==> src/rtl/jtframe_cenwait_mc_if.sv <==
// CPU-side bus signals that decide whether the CPU clock enable must wait:
// memory/I-O request strobes, bus acknowledge, per-channel ROM select and
// data-valid flags, and per-device busy flags.
interface jtframe_cenwait_mc_if #(
  parameter int ROMCNT = 2,
  parameter int DEVCNT = 1
);
  logic              mreq_n;
  logic              iorq_n;
  logic              busak_n;
  logic [ROMCNT-1:0] rom_cs;
  logic [ROMCNT-1:0] rom_ok;
  logic [DEVCNT-1:0] dev_busy;

  modport master (
    output mreq_n, iorq_n, busak_n, rom_cs, rom_ok, dev_busy
  );

  modport slave (
    input mreq_n, iorq_n, busak_n, rom_cs, rom_ok, dev_busy
  );
endinterface

==> src/rtl/jtframe_cenwait_mc.sv <==
// Multi-channel clock-enable wait generator. Holds the CPU clock enable low
// while a selected ROM channel has no valid data or a shared device is busy,
// and optionally replays the swallowed enable pulses once the CPU may run.
module jtframe_cenwait_mc #(
  parameter int ROMCNT   = 2,
  parameter int DEVCNT   = 1,
  parameter int RECOVERY = 1,
  parameter int CNTW     = 4
) (
  input  logic            clk,
  input  logic            rst_n,
  input  logic            cen_in,
  output logic            cen_out,
  output logic            gate,
  output logic [CNTW-1:0] lost,
  jtframe_cenwait_mc_if.slave bus
);

  typedef enum logic [1:0] {
    RUN     = 2'd0,
    ROMWAIT = 2'd1,
    DEVWAIT = 2'd2
  } state_t;

  localparam logic            REC_EN   = (RECOVERY != 0);
  localparam logic [CNTW-1:0] LOST_MAX = {CNTW{1'b1}};
  localparam logic [CNTW-1:0] LOST_ONE = CNTW'(1);

  state_t            state;
  state_t            state_nx;
  logic [ROMCNT-1:0] cs_l;
  logic [ROMCNT-1:0] cs_rise;
  logic              cen_out_l;
  logic              pending;
  logic              rom_bad;
  logic              rom_wait;
  logic              dev_wait;
  logic              rec;

  // A freshly selected channel may still show rom_ok from the previous
  // access, so its first cycle counts as not ready.
  assign cs_rise  = bus.rom_cs & ~cs_l;
  assign pending  = |(bus.rom_cs & (~bus.rom_ok | cs_rise));
  assign rom_bad  = |(bus.rom_cs & ~bus.rom_ok);
  assign rom_wait = ~bus.mreq_n & bus.busak_n & pending;
  assign dev_wait = (~bus.mreq_n | ~bus.iorq_n) & bus.busak_n & (|bus.dev_busy);

  // The CPU keeps its clock during reset; otherwise it only runs when idle
  // and no new wait condition shows up in this very cycle.
  assign gate = rst_n ? ((state == RUN) & ~rom_wait & ~dev_wait) : 1'b1;

  // Replay a lost pulse only into a free slot: no nominal pulse now and no
  // pulse issued in the previous cycle.
  assign rec = REC_EN & gate & ~cen_in & (lost != {CNTW{1'b0}}) & ~cen_out_l;

  assign cen_out = (cen_in & gate) | rec;

  // State register for the wait FSM.
  always_ff @(posedge clk or negedge rst_n) begin
    if (!rst_n) begin
      state <= RUN;
    end else begin
      state <= state_nx;
    end
  end

  // Next-state logic: ROM waits win over device waits, and a ROM wait must
  // pass through RUN before a device wait can start.
  always_comb begin
    state_nx = state;
    case (state)
      RUN: begin
        if (rom_wait) begin
          state_nx = ROMWAIT;
        end else if (dev_wait) begin
          state_nx = DEVWAIT;
        end else begin
          state_nx = RUN;
        end
      end
      ROMWAIT: begin
        if (bus.mreq_n | ~bus.busak_n | ~rom_bad) begin
          state_nx = RUN;
        end else begin
          state_nx = ROMWAIT;
        end
      end
      DEVWAIT: begin
        if (~(|bus.dev_busy) | (bus.mreq_n & bus.iorq_n) | ~bus.busak_n) begin
          state_nx = RUN;
        end else begin
          state_nx = DEVWAIT;
        end
      end
      default: begin
        state_nx = RUN;
      end
    endcase
  end

  // Remember the previous select and issued enable for edge detection.
  always_ff @(posedge clk or negedge rst_n) begin
    if (!rst_n) begin
      cs_l      <= {ROMCNT{1'b0}};
      cen_out_l <= 1'b0;
    end else begin
      cs_l      <= bus.rom_cs;
      cen_out_l <= cen_out;
    end
  end

  // Saturating count of swallowed enable pulses, drained by replays.
  always_ff @(posedge clk or negedge rst_n) begin
    if (!rst_n) begin
      lost <= {CNTW{1'b0}};
    end else if (!REC_EN) begin
      lost <= {CNTW{1'b0}};
    end else if (cen_in & ~gate) begin
      if (lost != LOST_MAX) begin
        lost <= lost + LOST_ONE;
      end
    end else if (rec) begin
      lost <= lost - LOST_ONE;
    end
  end

endmodule
==> src/flat_wrapper.sv <==
// flat-port wrapper written by rule: the top's interface ports become plain ports
module jtframe_cenwait_mc_flat 
#(
  parameter int ROMCNT   = 2,
  parameter int DEVCNT   = 1,
  parameter int RECOVERY = 1,
  parameter int CNTW     = 4
)
  (clk, rst_n, cen_in, cen_out, gate, lost, bus_mreq_n, bus_iorq_n, bus_busak_n, bus_rom_cs, bus_rom_ok, bus_dev_busy);
  jtframe_cenwait_mc_if #(.ROMCNT(ROMCNT), .DEVCNT(DEVCNT)) bus_i ();
  input  logic clk;
  input  logic rst_n;
  input  logic cen_in;
  output logic cen_out;
  output logic gate;
  output logic [CNTW-1:0] lost;
  input wire logic [$bits(bus_i.mreq_n)-1:0] bus_mreq_n;
  input wire logic [$bits(bus_i.iorq_n)-1:0] bus_iorq_n;
  input wire logic [$bits(bus_i.busak_n)-1:0] bus_busak_n;
  input wire logic [$bits(bus_i.rom_cs)-1:0] bus_rom_cs;
  input wire logic [$bits(bus_i.rom_ok)-1:0] bus_rom_ok;
  input wire logic [$bits(bus_i.dev_busy)-1:0] bus_dev_busy;
  assign bus_i.mreq_n = bus_mreq_n;
  assign bus_i.iorq_n = bus_iorq_n;
  assign bus_i.busak_n = bus_busak_n;
  assign bus_i.rom_cs = bus_rom_cs;
  assign bus_i.rom_ok = bus_rom_ok;
  assign bus_i.dev_busy = bus_dev_busy;
  jtframe_cenwait_mc #(.ROMCNT(ROMCNT), .DEVCNT(DEVCNT), .RECOVERY(RECOVERY), .CNTW(CNTW)) u_core (.clk(clk), .rst_n(rst_n), .cen_in(cen_in), .cen_out(cen_out), .gate(gate), .lost(lost), .bus(bus_i));
endmodule
==> config.mk <==
export PLATFORM = sky130hd
export DESIGN_NAME = jtframe_cenwait_mc_flat
export DESIGN_NICKNAME = d
export VERILOG_FILES = /design/src/rtl/jtframe_cenwait_mc_if.sv /design/src/rtl/jtframe_cenwait_mc.sv /design/src/flat_wrapper.sv
export SDC_FILE = /design/constraint.sdc
export NUM_CORES = 1
export LEC_CHECK = 0
export ABC_CLOCK_PERIOD_IN_PS = 3010
export BUFFER_PORTS_ARGS = -buffer_cell sky130_fd_sc_hd__buf_2
export CAP_MARGIN = 20
export CORE_AREA = 2 2 39 41
export CTS_BUF_LIST = sky130_fd_sc_hd__clkbuf_4 sky130_fd_sc_hd__clkbuf_8
export CTS_CLUSTER_DIAMETER = 30
export DETAILED_ROUTE_END_ITERATION = 10
export DIE_AREA = 0 0 41 43
export PLACE_DENSITY_LB_ADDON = 0.15
export SLEW_MARGIN = 20
export SYNTH_ARGS = -nofsm -noshare
export SYNTH_HDL_FRONTEND = slang
export SYNTH_SLANG_ARGS = --single-unit
==> constraint.sdc <==
create_clock -name clk -period 3.01 [get_ports clk]
set_input_delay 0.1505 -clock clk [delete_from_list [all_inputs] [get_ports clk]]
set_output_delay 0.1505 -clock clk [all_outputs]
set_load 0.02 [all_outputs]
Word-level counts from Yosys, hierarchy flattened
Cells that the tools add are included.
Widths: inputs -> output; s select.

operators by class
  $add $sub $neg = 2
  equality and inequality tests = 4
  mux-type cells = 9
  bitwise logic cells = 34
  reductions and logical operators = 6

operators with widths
  kind                 count
  $and 1x1->1          12
  $mux 4               3
  $not 1->1            10
  $and 2x2->2          3
  $mux 2               3
  $or 1x1->1           6
  $pmux 2 s3           1
  $add 4x1->4 const B  1
  $ne 4x4->1 const B   1
  $not 2->2            2
  $reduce_bool 4->1    1
  $reduce_or 2->1      2
  $sub 4x1->4 const B  1
  $eq 2x1->1 const B   1
  $eq 2x2->1 const B   1
  $logic_not 2->1      1
  $mux 1               2
  $ne 2x2->1 const B   1
  $or 2x2->2           1
  $reduce_and 2->1     1
  $reduce_bool 2->1    1

storage, ports and cells
  bits in registers = 9
  input port bits = 11
  output and inout bits = 6
  logic and storage cells = 59

Depth between registers and ports, before layout
Gate-level depths: netlist of run 1.

  depth after elaboration = 15
  mapped depth = 10
  gate-level depth less buffers = 10

Worst setup path after synthesis of run 1
Ideal clock, no wire load.

  kind = reg2reg
  start point = register u_core.cs_l[0]
  end point = register u_core.lost[2]
  setup time = 0.080 ns
  arrival time = 2.032 ns
  required time = 2.930 ns
  path slack = 0.898 ns
  cell stages (with the launch flop) = 10
  buffers on the path = 0
  clock period less this slack = 2.112 ns
  cells stage by stage = dfrtp_1 > and2b_1 > o41ai_4 > a21boi_2 > nand2_1 > fa_1 > xor2_1 > o22ai_1 > mux2_4 > nor3_2

between the ends
  longest elaborated chain between the ends = 15
  elaborated cells between the ends (all ways) = 19
  classes of those cells = eq/ne (1); mux (2); bitwise (13); reduce/logical (3)

ends and longest elaborated chain
  what                                line                       source
  from (decl)                         jtframe_cenwait_mc.sv:31   logic [ROMCNT-1:0] cs_l;
  from (signal assigned)              jtframe_cenwait_mc.sv:104  cs_l <= {ROMCNT{1'b0}};
  from (signal assigned)              jtframe_cenwait_mc.sv:107  cs_l <= bus.rom_cs;
  $not 2->2 *                         jtframe_cenwait_mc.sv:42   assign cs_rise = bus.rom_cs & ~cs_l;
  $and 2x2->2 *                       jtframe_cenwait_mc.sv:42
  $or 2x2->2 *                        jtframe_cenwait_mc.sv:43   assign pending = |(bus.rom_cs & (~bus.rom_ok | cs_rise));
  $and 2x2->2 *                       jtframe_cenwait_mc.sv:43
  $reduce_or 2->1 *                   jtframe_cenwait_mc.sv:43
  $and 1x1->1 *                       jtframe_cenwait_mc.sv:45   assign rom_wait = ~bus.mreq_n & bus.busak_n & pending;
  $not 1->1 *                         jtframe_cenwait_mc.sv:50   assign gate = rst_n ? ((state == RUN) & ~rom_wait & ~dev_wait) : 1'b1;
  $and 1x1->1 * (2 in a row)          jtframe_cenwait_mc.sv:50
  $mux 1 *                            jtframe_cenwait_mc.sv:50
  $and 1x1->1 (3 in a row)            jtframe_cenwait_mc.sv:54   assign rec = REC_EN & gate & ~cen_in & (lost != {CNTW{1'b0}}) & ~cen_out_l;
  $reduce_bool 2->1 (no source line)  n/a
  $reduce_and 2->1 (no source line)   n/a
  to (signal assigned)                jtframe_cenwait_mc.sv:115  lost <= {CNTW{1'b0}};
  to (signal assigned)                jtframe_cenwait_mc.sv:117  lost <= {CNTW{1'b0}};
  to (signal assigned)                jtframe_cenwait_mc.sv:120  lost <= lost + LOST_ONE;
  to (decl)                           jtframe_cenwait_mc.sv:15   output logic [CNTW-1:0] lost,

Mark *: on every way between the ends. The rest lies on a longest branch, timed or not.
A chain may end at the register's enable or synchronous reset.

Final worst setup path of run 1
  start point = input rst_n
  end point = register u_core.lost[2]

between the ends
  longest elaborated chain between the ends = 6
  elaborated cells between the ends (all ways) = 10
  classes of those cells = eq/ne (1); mux (2); bitwise (5); reduce/logical (2)

ends and longest elaborated chain
  what                                line                      source
  from (decl)                         flat_wrapper.sv:12        input logic rst_n;
  $mux 1 *                            jtframe_cenwait_mc.sv:50
  $and 1x1->1 (3 in a row)            jtframe_cenwait_mc.sv:54
  $reduce_bool 2->1 (no source line)  n/a
  $reduce_and 2->1 (no source line)   n/a

Marked as above.

==> results of run 1 <==
-- final timing paths --
path | end | slack (ps) | cells after the start
setup / recovery | u_core.lost[2] | 670 | 9
hold / removal | u_core.cs_l[1] | 10 | 1
setup reg to reg | u_core.lost[2] | 710 | 9
hold reg to reg | u_core.state[0] | 440 | 1
max in group asynchronous | u_core.state[1] | 2520 | 2
min in group asynchronous | u_core.lost[1] | 280 | 2
-- cells in the final DEF, fill, tap and decap left out, types with 2 or more instances in the layout --
| cell | netlist | layout |
|---|---|---|
| a21oi_1 | 3 | 3 |
| buf_2 | 0 | 16 |
| clkbuf_4 | 0 | 4 |
| dfrtp_1 | 9 | 9 |
| ha_1 | 2 | 2 |
| mux2_4 | 2 | 2 |
| nand2_1 | 3 | 3 |
| nand3_1 | 2 | 2 |
| nor2_1 | 5 | 5 |
| nor2b_4 | 2 | 2 |
| nor3_1 | 3 | 3 |
| nor3_2 | 2 | 2 |
| xnor2_1 | 2 | 2 |
-- final cells by class --
class                   count  area, µm²  share of cell area
well taps                  16       20.0              0.0270
flip-flops and latches      9        225               0.304
repair buffers             17       90.1               0.122
inverters                   2       8.76              0.0118
multi-input cells          45        367               0.495
clock buffers               4       30.0              0.0405
-- logic make-up after synthesis --
logic type	share of synthesized area
adders and majority gates	0.0745
buffers and inverters	0.0207
and+or+nand+nor	0.255
xor gates and xnor gates	0.0435
AOI/OAI and AO/OA	0.184
DFF	0.373
muxes	0.0497
-- cells in the mapped netlist (all sizes together) --
| master | count |
|---|---|
| a21o | 1 |
| a31oi | 1 |
| xnor2 | 2 |
| nand2 | 3 |
| mux2 | 2 |
| nor2 | 5 |
| o21ai | 1 |
| inv | 1 |
| nand3 | 2 |
| buf | 1 |
| xor2 | 1 |
| o211ai | 1 |
| and2b | 2 |
| o22ai | 1 |
| ha | 2 |
| nor3 | 5 |
| dfrtp | 9 |
| a21boi | 1 |
| clkinv | 1 |
| nor3b | 1 |
| nor4 | 1 |
| a211oi | 1 |
| o41ai | 1 |
| a311oi | 1 |
| fa | 1 |
| a21oi | 4 |
| nand4 | 1 |
| nor2b | 4 |
-- metal layers --
layer	vias to the layer above	global-route usage
met2	14	0.247
li1	250	-
met4	0	0.0600
met3	2	0.0942
met1	230	0.206
met5	-	0
-- where the power goes --
part | internal [µW] | switching [µW] | leakage, µW
logic | 126 | 141 | 0.000206
clock network | 60.0 | 42.2 | 0.0000184
registers | 155 | 56.5 | 0.000108
-- worst register-to-register path, cell delays in order (launching register included) --
cell and delay, ps:
dfrtp_1 380, nor2b_2 190, o41ai_4 120, a21boi_2 230
nand2_1 150, fa_1 400, xor2_1 200, o22ai_1 120
mux2_4 280, nor3_2 150
-- stage by stage --
step / hold slack [ps] / setup slack (ps) / util / total power (µW)
5_1_grt: 4.74 / 480 / 0.535 / 631
3_5_place_dp: 24.9 / 760 / 0.506 / 481
2_1_floorplan: -145 / 898 / - / 405
4_1_cts: 9.49 / 695 / 0.535 / 587
6_report: 14.7 / 673 / 0.535 / 581
3_3_place_gp: 23.2 / 773 / 0.506 / 474
-- sequential cells by signal, indices dropped and copies added, names as in the netlist --
signal            flops
u_core.lost           4
u_core.state          2
u_core.cen_out_l      1
u_core.cs_l           2
-- what timing repair did --
item | CTS | global route
hold buffers | 1 | 0
setup buffers | 0 | 0
endpoints found under the hold margin | 9 | 0
==> impl_metrics.json, run 1 <==
{
  "synth_area_um2": 604,
  "drt_iter0_markers": 6,
  "hold_path_class": "in -> reg",
  "ant_nets": 0,
  "place_area_um2": 701,
  "cts-root-buf": "clkbuf_4",
  "routed-wl-met3_um": 79,
  "top_layer": "met4",
  "yosysUniqueCellTypes": 33,
  "timing.final.crit_share": 0.776,
  "drc": 0,
  "grt_overflow": 0,
  "n_antenna_cell": 0,
  "tightest_slew_ps": 489,
  "fillers": 137,
  "totalWireLength_mm": 1.15,
  "clock-sinks": 9,
  "ys_warn_count": 0,
  "endpoint_kind": "register",
  "port_buffers": 16,
  "routed-wl-met2_um": 554,
  "seq_area_frac_synth": 0.373,
  "synthCells": 57,
  "die_w_um": 41,
  "routabilityCongestion": 0.831,
  "post-synth-top-area-fraction": 0.373,
  "ir_drop_mv": 0.339,
  "start_kind": "input pin",
  "core-area_mm2": 0.00138,
  "path_clk_slew_ps": 70,
  "maxCapViolCount": 0,
  "setup_viol": 0,
  "synth_top_area_cell": "dfrtp_1",
  "via_count": 496,
  "syn2layout_area_growth_pct": 22.6,
  "slew_headroom": 0.672,
  "avgSynthCellArea_um2": 10.6,
  "start_util": 0.437,
  "grt_pass1_wl_mm": 1.95,
  "synth_seq_cells": 9,
  "power_density_mw_per_mm2": 785,
  "crit_fanout": 11,
  "place_inst": 88,
  "syn_nets": 71,
  "hpwl_um": 908,
  "yosys-top-cells-area": "dfrtp_1 (37%), mux2_4 (5.0%), nor2b_4 (4.6%)",
  "cts-resized-gates": 0,
  "first_global_vias": 454,
  "nNetsFinal": 92,
  "drive_gt1_frac": 0.416,
  "routed_via_density": 5.33,
  "num_rows": 14,
  "numCtsBuffers": 3,
  "drtPass1Iterations": 4,
  "crit_chain": "dlygate4sd3_1 > buf_2 > a21boi_2 > nand2_1 > fa_1 > xor2_1 > o22ai_1 > mux2_4 > nor3_2",
  "hold_viol": 0,
  "slew_viol_final": 0,
  "leakagePower_uw": 0.000332,
  "design_area_um2": 741,
  "ctsLongestPathBuffers": 2,
  "htreeDepth": 1,
  "crit_family": "buffers and inverters",
  "grt_max_degree": 12,
  "wl_per_cell_um": 12.4,
  "ios": 17,
  "fmax_mhz": 428,
  "setup_tns_ps": 0,
  "crit_start": "rst_n",
  "fin_crit_ps": 2340,
  "die_area_mm2": 0.00176,
  "final_cells": 93,
  "cts_tree": "yes",
  "antenna_found_initial": 0,
  "wl_met1_um": 505,
  "rsz0062_at_grt": "no",
  "slowest_stage": "dlygate4sd3_1",
  "slowest_delay_ps": 530,
  "crit_buf_inv": 2,
  "crit_required_ps": 3180,
  "arrival_ps": 2510,
  "critPathKind": "in -> reg",
  "worstHoldStart": "bus_rom_cs[1]",
  "dieHeight_um": 43,
  "outcome": "completed",
  "finalClockSkew_ps": 12.4,
  "grt_usage": 0.170,
  "clock_latency_ps": 260,
  "rr_startpoint": "u_core.cs_l[1]"
}
No activity file was read; power rests on OpenSTA's default activity.
==> run 2: changes to the inputs <==
--- a/config.mk
+++ b/config.mk
@@ -5,7 +5,7 @@
 export SDC_FILE = /design/constraint.sdc
 export NUM_CORES = 1
 export LEC_CHECK = 0
-export ABC_CLOCK_PERIOD_IN_PS = 3010
+export ABC_CLOCK_PERIOD_IN_PS = 2300
 export BUFFER_PORTS_ARGS = -buffer_cell sky130_fd_sc_hd__buf_2
 export CAP_MARGIN = 20
 export CORE_AREA = 2 2 39 41
==> constraint.sdc (replaced) <==
create_clock -name clk -period 2.3 [get_ports clk]
set_input_delay 0.115 -clock clk [delete_from_list [all_inputs] [get_ports clk]]
set_output_delay 0.115 -clock clk [all_outputs]
set_load 0.02 [all_outputs]
==> run 2 against run 1 <==
Die area unchanged; cell count up 6.5%; combinational power up 39%; clock-buffer cell count unchanged; routed wire length up 5.0%; register-to-register slack worse by 550 ps; sequential power up 33%; flip-flop and latch count unchanged; core utilization up 4.2 points; final area up 7.8%; sequential share of layout area down 2.2 points; non-clock buffer count up 6; highest routed layer is now met3.
==> impl_metrics.json, run 2 (same netlist as run 1, synthesis figures left out) <==
{
  "grt_max_degree": 11,
  "top_regs": "u_core.lost x4, u_core.cs_l x2, u_core.state x2",
  "slowest_delay_ps": 420,
  "largest_reg_flops": 4,
  "grt_usage": 0.170,
  "setup_viol": 0,
  "fillers": 128,
  "ios": 17,
  "hpwl_um": 881,
  "crit_chain": "and2b_1 > o41ai_4 > a21boi_2 > nand2_1 > fa_1 > xor2_2 > o22ai_1 > mux2_4 > nor3_2",
  "syn2layout_area_growth_pct": 32.1,
  "grt_overflow": 0,
  "largest-register": "u_core.lost",
  "leakagePower_uw": 0.000361,
  "outcome": "completed",
  "clock-sinks": 9,
  "timing.final.crit_share": 0.929,
  "routabilityCongestion": 0.786,
  "wl_per_cell_um": 12.2,
  "drive_gt1_frac": 0.446,
  "cts-root-buf": "clkbuf_4",
  "place_inst": 92,
  "fin_crit_ps": 2140,
  "final_cells": 99,
  "rsz0062_at_grt": "no",
  "core-area_mm2": 0.00138,
  "numCtsBuffers": 3,
  "slew_headroom": 0.714,
  "crit_fanout": 3,
  "place_area_um2": 731,
  "num_rows": 14,
  "ir_drop_mv": 0.627,
  "final_cell_mix": "buf_2 (16), dfrtp_1 (9), nor2_1 (5), clkbuf_4 (4), buf_4 (4)",
  "arrival_ps": 2320,
  "ant_nets": 0,
  "crit_required_ps": 2480,
  "holdWs_ps": 118,
  "first_global_vias": 494,
  "via_count": 525,
  "drtPass1Iterations": 4,
  "power_density_mw_per_mm2": 984,
  "hold_viol": 0,
  "tightest_slew_ps": 425,
  "layout_commonest_cell": "buf_2",
  "path_clk_slew_ps": 60,
  "maxCapViolCount": 0,
  "slowest_stage": "fa_1",
  "htreeDepth": 1,
  "totalWireLength_mm": 1.21,
  "grt_pass1_wl_mm": 2.01,
  "critPathKind": "reg -> reg",
  "fmax_mhz": 468,
  "n_antenna_cell": 0,
  "start_kind": "register",
  "die_area_mm2": 0.00176,
  "drt_iter0_markers": 12,
  "cts_tree": "yes",
  "design_area_um2": 798,
  "endpoint_kind": "register",
  "start_util": 0.437,
  "drc": 0,
  "finalClockSkew_ps": 3.19,
  "clock_latency_ps": 260,
  "setup_tns_ps": 0,
  "dieHeight_um": 43,
  "port_buffers": 16,
  "slew_viol_final": 0,
  "hold_path_class": "in -> reg",
  "nNetsFinal": 98,
  "die_w_um": 41,
  "routed_via_density": 5.30,
  "antenna_found_initial": 0,
  "ctsLongestPathBuffers": 2
}
## run 2: cell count changes in the layout (fill, tap and decap cells not counted), sizes merged
cell,previous run,this run
dlygate4sd3,1,3
buf,16,20
## run 2: critical path: cells and delay by family, from the launching register on
family | cells | cell delay, ps
fa+ha+maj | 1 | 420
compound gates | 3 | 340
flops | 1 | 350
xor+xnor | 1 | 160
mux | 1 | 280
simple gates | 3 | 510
## run 2: layer usage
layer	wire [µm]	part of all wire	up-vias	GRT usage
met5	0	0	-	0
met4	0	0	0	0.0400
met3	85	0.070	0	0.0942
met2	532	0.44	17	0.225
met1	589	0.49	247	0.239
li1	-	-	261	-
## run 2: repair_timing
| action | CTS | global route |
|---|---|---|
| hold buffers | 3 | 0 |
| hold endpoints to repair | 11 | 0 |
| buffers inserted | 0 | 0 |
| setup endpoints to repair | 0 | 1 |
| gates resized for setup | 0 | 1 |
## run 2: stage by stage
step | power (µW) | setup WS, ps | util
6_report | 785 | 164 | 0.577
5_1_grt | 863 | 2.09 | 0.577
4_1_cts | 781 | 129 | 0.571
3_5_place_dp | 636 | 157 | 0.528
3_3_place_gp | 628 | 191 | 0.528
2_1_floorplan | 530 | 188 | -
## run 2: cell type report
| type | count | area, µm² | area share |
|---|---|---|---|
| multi-input combinational | 45 | 374 | 0.469 |
| sequential | 9 | 225 | 0.282 |
| timing repair buffer | 23 | 140 | 0.176 |
| clock buffer | 4 | 30.0 | 0.0376 |
| tap | 16 | 20.0 | 0.0251 |
| inverter | 2 | 8.76 | 0.0110 |
## run 2: final timing paths
path                            startpoint         endpoint  slack, ps  cells past startpoint
max                         u_core.cs_l[0]   u_core.lost[2]        160                      9
min                            bus_busak_n  u_core.state[1]        120                      3
max in group asynchronous            rst_n  u_core.state[0]       1840                      3
min reg2reg                u_core.state[1]  u_core.state[0]        470                      1
min in group asynchronous            rst_n   u_core.lost[3]        310                      3
max reg2reg                 u_core.cs_l[0]   u_core.lost[2]        160                      9
## run 2: power by group
group          switching [µW]  total [µW]  leakage (µW)  internal [µW]
clock network            54.0         133     0.0000184           78.6
registers                78.7         282      0.000108            203
logic                     188         371      0.000235            183
total                     321         785      0.000361            464
